===== config.mk =====
export PLATFORM = sky130hd
export DESIGN_NAME = quad_irq_ctrl
export DESIGN_NICKNAME = d
export VERILOG_FILES = /design/src/rtl/quad_irq_ctrl.sv
export SDC_FILE = /design/constraint.sdc
export NUM_CORES = 1
export LEC_CHECK = 0
export BUFFER_PORTS_ARGS = -buffer_cell sky130_fd_sc_hd__buf_4
export CAP_MARGIN = 20
export CORE_MARGIN = 2
export CORE_UTILIZATION = 45
export CTS_BUF_LIST = sky130_fd_sc_hd__clkbuf_8
export CTS_CLUSTER_SIZE = 20
export DETAILED_ROUTE_END_ITERATION = 7
export GPL_ROUTABILITY_DRIVEN = 0
export MAX_ROUTING_LAYER = met4
export PLACE_DENSITY = 0.79
export SYNTH_ARGS = -nofsm -noshare
export SYNTH_HDL_FRONTEND = slang
export SYNTH_SLANG_ARGS = --single-unit

===== constraint.sdc =====
create_clock -name i_clk -period 2.9 [get_ports i_clk]
set_input_delay 0.145 -clock i_clk [delete_from_list [all_inputs] [get_ports i_clk]]
set_output_delay 0.145 -clock i_clk [all_outputs]
set_load 0.05 [all_outputs]

===== src/rtl/quad_irq_ctrl.sv =====
// Interrupt aggregator: latches up to NUM_SRC requests (edge or level), masks them and
// drives one registered CPU interrupt; programmed and claimed over a Wishbone-style slave port.
module quad_irq_ctrl #(
    parameter int NUM_SRC = 8
) (
    input  logic               i_clk,
    input  logic               i_rst,
    input  logic [NUM_SRC-1:0] i_irq_src,
    input  logic [31:0]        i_wb_addr,
    input  logic [31:0]        i_wb_dat,
    input  logic               i_wb_we,
    input  logic               i_wb_cyc,
    output logic [31:0]        o_wb_dat,
    output logic               o_wb_ack,
    output logic               o_irq
);

    localparam int PAD = 32 - NUM_SRC;

    logic [NUM_SRC-1:0] src_q, src_d;
    logic [NUM_SRC-1:0] pending_q, pending_d;
    logic [NUM_SRC-1:0] enable_q, enable_d;
    logic [NUM_SRC-1:0] mode_q, mode_d;
    logic               irq_q, irq_d;
    logic               ack_q, ack_d;
    logic [31:0]        dat_q, dat_d;

    logic [NUM_SRC-1:0] active;
    logic [NUM_SRC-1:0] set_vec;
    logic [NUM_SRC-1:0] claim_clr;
    logic [NUM_SRC-1:0] claim_take;
    logic [NUM_SRC-1:0] w1c_clr;
    logic [4:0]         claim_id;
    logic [31:0]        rd_data;
    logic               accept;
    logic               wr_acc;
    logic               rd_acc;

    logic unused_bits;
    assign unused_bits = ^{i_wb_addr[31:5], i_wb_addr[1:0], i_wb_dat[31:NUM_SRC]};

    assign active = pending_q & enable_q;

    // Edge sources set only on a 0->1 transition; level sources set every high cycle.
    genvar gi;
    generate
        for (gi = 0; gi < NUM_SRC; gi++) begin : g_src
            assign set_vec[gi] = mode_q[gi] ? (i_irq_src[gi] & ~src_q[gi]) : i_irq_src[gi];
        end
    endgenerate

    // Scan from the top down so the lowest active index is the one left standing.
    always_comb begin
        claim_id  = '0;
        claim_clr = '0;
        for (int i = NUM_SRC - 1; i >= 0; i--) begin
            if (active[i]) begin
                claim_id     = 5'(i + 1);
                claim_clr    = '0;
                claim_clr[i] = 1'b1;
            end
        end
    end

    always_comb begin
        accept     = i_wb_cyc & ~ack_q;
        wr_acc     = accept & i_wb_we;
        rd_acc     = accept & ~i_wb_we;
        w1c_clr    = '0;
        claim_take = '0;
        enable_d   = enable_q;
        mode_d     = mode_q;
        rd_data    = '0;
        case (i_wb_addr[4:2])
            3'd0: begin
                rd_data = {{PAD{1'b0}}, pending_q};
                if (wr_acc) w1c_clr = i_wb_dat[NUM_SRC-1:0];
            end
            3'd1: begin
                rd_data = {{PAD{1'b0}}, enable_q};
                if (wr_acc) enable_d = i_wb_dat[NUM_SRC-1:0];
            end
            3'd2: begin
                rd_data = {{PAD{1'b0}}, mode_q};
                if (wr_acc) mode_d = i_wb_dat[NUM_SRC-1:0];
            end
            3'd3: rd_data = {{PAD{1'b0}}, active};
            3'd4: begin
                rd_data = {27'd0, claim_id};
                if (rd_acc) claim_take = claim_clr;
            end
            default: rd_data = '0;
        endcase

        src_d     = i_irq_src;
        // A new set wins over a clear landing on the same bit in the same cycle.
        pending_d = (pending_q & ~(w1c_clr | claim_take)) | set_vec;
        irq_d     = |active;
        ack_d     = accept;
        dat_d     = rd_acc ? rd_data : 32'd0;
    end

    always_ff @(posedge i_clk) begin
        if (i_rst) begin
            src_q     <= '0;
            pending_q <= '0;
            enable_q  <= '0;
            mode_q    <= '0;
            irq_q     <= 1'b0;
            ack_q     <= 1'b0;
            dat_q     <= '0;
        end else begin
            src_q     <= src_d;
            pending_q <= pending_d;
            enable_q  <= enable_d;
            mode_q    <= mode_d;
            irq_q     <= irq_d;
            ack_q     <= ack_d;
            dat_q     <= dat_d;
        end
    end

    assign o_irq    = irq_q;
    assign o_wb_ack = ack_q;
    assign o_wb_dat = dat_q;

endmodule

==> impl_metrics.toml <==
[synth]
ys_ff_latch = 42
yosysWarnings = 0
synth_area_leader_cell = "dfxtp_1"
synth-edff-count = 0
synth_area_leaders = "dfxtp_1 42%, buf_4 9.0%, mux2i_1 8.0%"
yosysUniqueCellTypes = 45
synth_top_cell_area_share_pct = 41.8
async_reset_ff_share_pct = 0
synth.most_common_cell = "dfxtp_1"
synthFlopType = "dfxtp_1"
synth_common_cells = "42 x dfxtp_1, 24 x buf_4, 20 x nand2_1, 17 x nor2_1, 16 x mux2i_1"
netlist_area_sq_um = 2010
ys_seq_area_share_pct = 41.8
syn_inst = 217
avgSynthCellArea_sq_um = 9.26

[die]
rows = 24
core_area_sq_um = 4320
io_pins = 110
dieArea_sq_um = 5020
initial_utilization_pct = 46.5
die_h_microns = 70.8
die_w_microns = 70.8

[drt]
wl_per_cell_microns = 13.6
drt_iter0_drc = 188
drcViolationCount = 0
final_antenna_net_count = 0
vias = 1580
dr.pass1.iters = 5
drt_wl_total_microns = 4080
routed_via_density = 5.25

[cells_and_area]
fin_cells = 301
final_util_pct = 52.7
antenna_cells = 0
nets = 324
syn_to_final_growth_pct = 13.4
postLayoutCellArea_sq_um = 2280
num-fill-cells = 417
drive_gt1_share_pct = 18.9

[global_route]
grt_max_degree = 29
grt_usage_pct = 17.7
grt_pass1_vias = 1452
antenna_found_initial = 0
grt_pass1_wl_microns = 6720
gr-total-overflow = 0

[pwr]
p_per_area_nw_per_um2 = 549
total_power_mw = 1.25
power_leakage_nw = 1.04
ir_drop_mv = 0.256

[flow_run]
drv_cap = 0

[timing]
whs_ns = 0.0799
period_share_pct = 57.4
drv_slew = 0
finalHoldViolCount = 0
slew_headroom_pct = 60.0
finalClockSkew_ns = 0.00520
rsz0062_at_grt = "false"
finalSetupViolations = 0
clock.fmax_mhz = 601
tightestPinTransition_ns = 0.600
worst_slack_ns = 1.24
finalSetupTns_ns = 0
layout_min_cycle_time_ns = 1.66

[worst_hold_path]
hold_path_class = "input pin to flop"

[cts]
cts_sinks = 42
cts_buffer_depth = 2
path_clk_slew_ns = 0.08
post-cts-setup-buffers = 0
cts_hold_buffers = 0
cts_max_level = 2
cts_tree = "yes"
numCtsBuffers = 5
root_buffer = "clkbuf_8"
cts_resized = 0
clk_latency_ns = 0.30

[critical_path]
critPathMaxFanout = 5
path_class = "flop to flop"
endpoint_kind = "flop"
arrival_ns = 1.87
start_kind = "flop"
critical_path_required_ns = 3.10

[placement]
dp_cells = 293
dp_hpwl_microns = 2890
place.port_buffers = 32
place_ws_ns = 1.26
placed_area_sq_um = 2170

[run_status]
outcome = "finished, final reports clean"
==> layout make-up <==
class / count / area [sq um] / share of cell area [%]
clock buffers: 5 / 68.8 / 3.02
inverters: 5 / 18.8 / 0.824
multi-input cells: 162 / 1000 / 44.0
flip-flops and latches: 42 / 841 / 36.9
repair buffers: 32 / 240 / 10.5
clock inverters: 3 / 41.3 / 1.81
well taps: 52 / 65.1 / 2.86
==> final timing paths <==
| kind | from | end | slack, ns | depth (start not counted) |
|---|---|---|---|---|
| worst max-delay path | pending_q[0] | pending_q[6] | 1.24 | 4 |
| worst min-delay path | i_irq_src[6] | src_q[6] | 0.08 | 2 |
| worst max register to register | pending_q[0] | pending_q[6] | 1.24 | 4 |
| worst min register to register | src_q[4] | pending_q[4] | 0.48 | 2 |
==> cells in the final DEF, fill, tap and decap left out, drive strengths merged <==
master | Yosys | routed
dfxtp | 42 | 42
buf | 27 | 32
conb | 1 | 24
nand2 | 20 | 20
nor2 | 17 | 17
mux2i | 16 | 16
nor2b | 12 | 12
a21oi | 12 | 12
inv | 5 | 6
nand3 | 6 | 6
clkbuf | 4 | 5
a22o | 4 | 4
nand2b | 3 | 3
o22ai | 3 | 3
nor3 | 3 | 3
a22oi | 3 | 3
nand4 | 3 | 3
o221ai | 3 | 3
o21ai | 3 | 3
a211oi | 3 | 3
a221oi | 3 | 3
nor3b | 3 | 3
a21o | 2 | 2
a21boi | 2 | 2
a41o | 2 | 2
and4bb | 2 | 2
and2 | 2 | 2
or2b | 1 | 1
or4 | 1 | 1
xor2 | 1 | 1
a222oi | 1 | 1
nand3b | 1 | 1
a31oi | 1 | 1
a211o | 1 | 1
o211ai | 1 | 1
o311ai | 1 | 1
and2b | 1 | 1
a32o | 1 | 1
bufinv | 0 | 1
clkinvlp | 0 | 1
==> registers in the layout (all words and copies together), names as in the netlist <==
signal and count:
src_q 8, o_wb_dat 8, mode_q 8, pending_q 8
enable_q 8, o_wb_ack 1, o_irq 1
==> critical path: stages, from the launching register on <==
cell and delay (ns):
dfxtp_1 0.34, a222oi_1 0.50, and4bb_2 0.37, nand3_1 0.10, a22o_1 0.24
==> logic make-up (layout without fill, tap and decap cells) <==
logic type	after synthesis	after routing	share of synthesized area (%)
AND/OR/NAND/NOR	75	75	20.7
AO/OA/AOI/OAI	46	46	16.3
flip-flops	42	42	41.8
buffers and inverters	36	45	12.5
multiplexers	16	16	7.97
other	1	24	0.187
XOR/XNOR	1	1	0.436
==> metal layers <==
layer,track usage [%],wire (microns)
met1,21.7,1820
met2,27.7,1900
met3,5.27,309
met4,6.29,46
met5,-,0
==> power breakdown <==
part	total (mW)	switching (mW)	internal (mW)
clock network	0.455	0.202	0.253
logic	0.179	0.125	0.0536
registers	0.616	0.0188	0.597
Note: power is estimated with default switching activity, not from simulation.
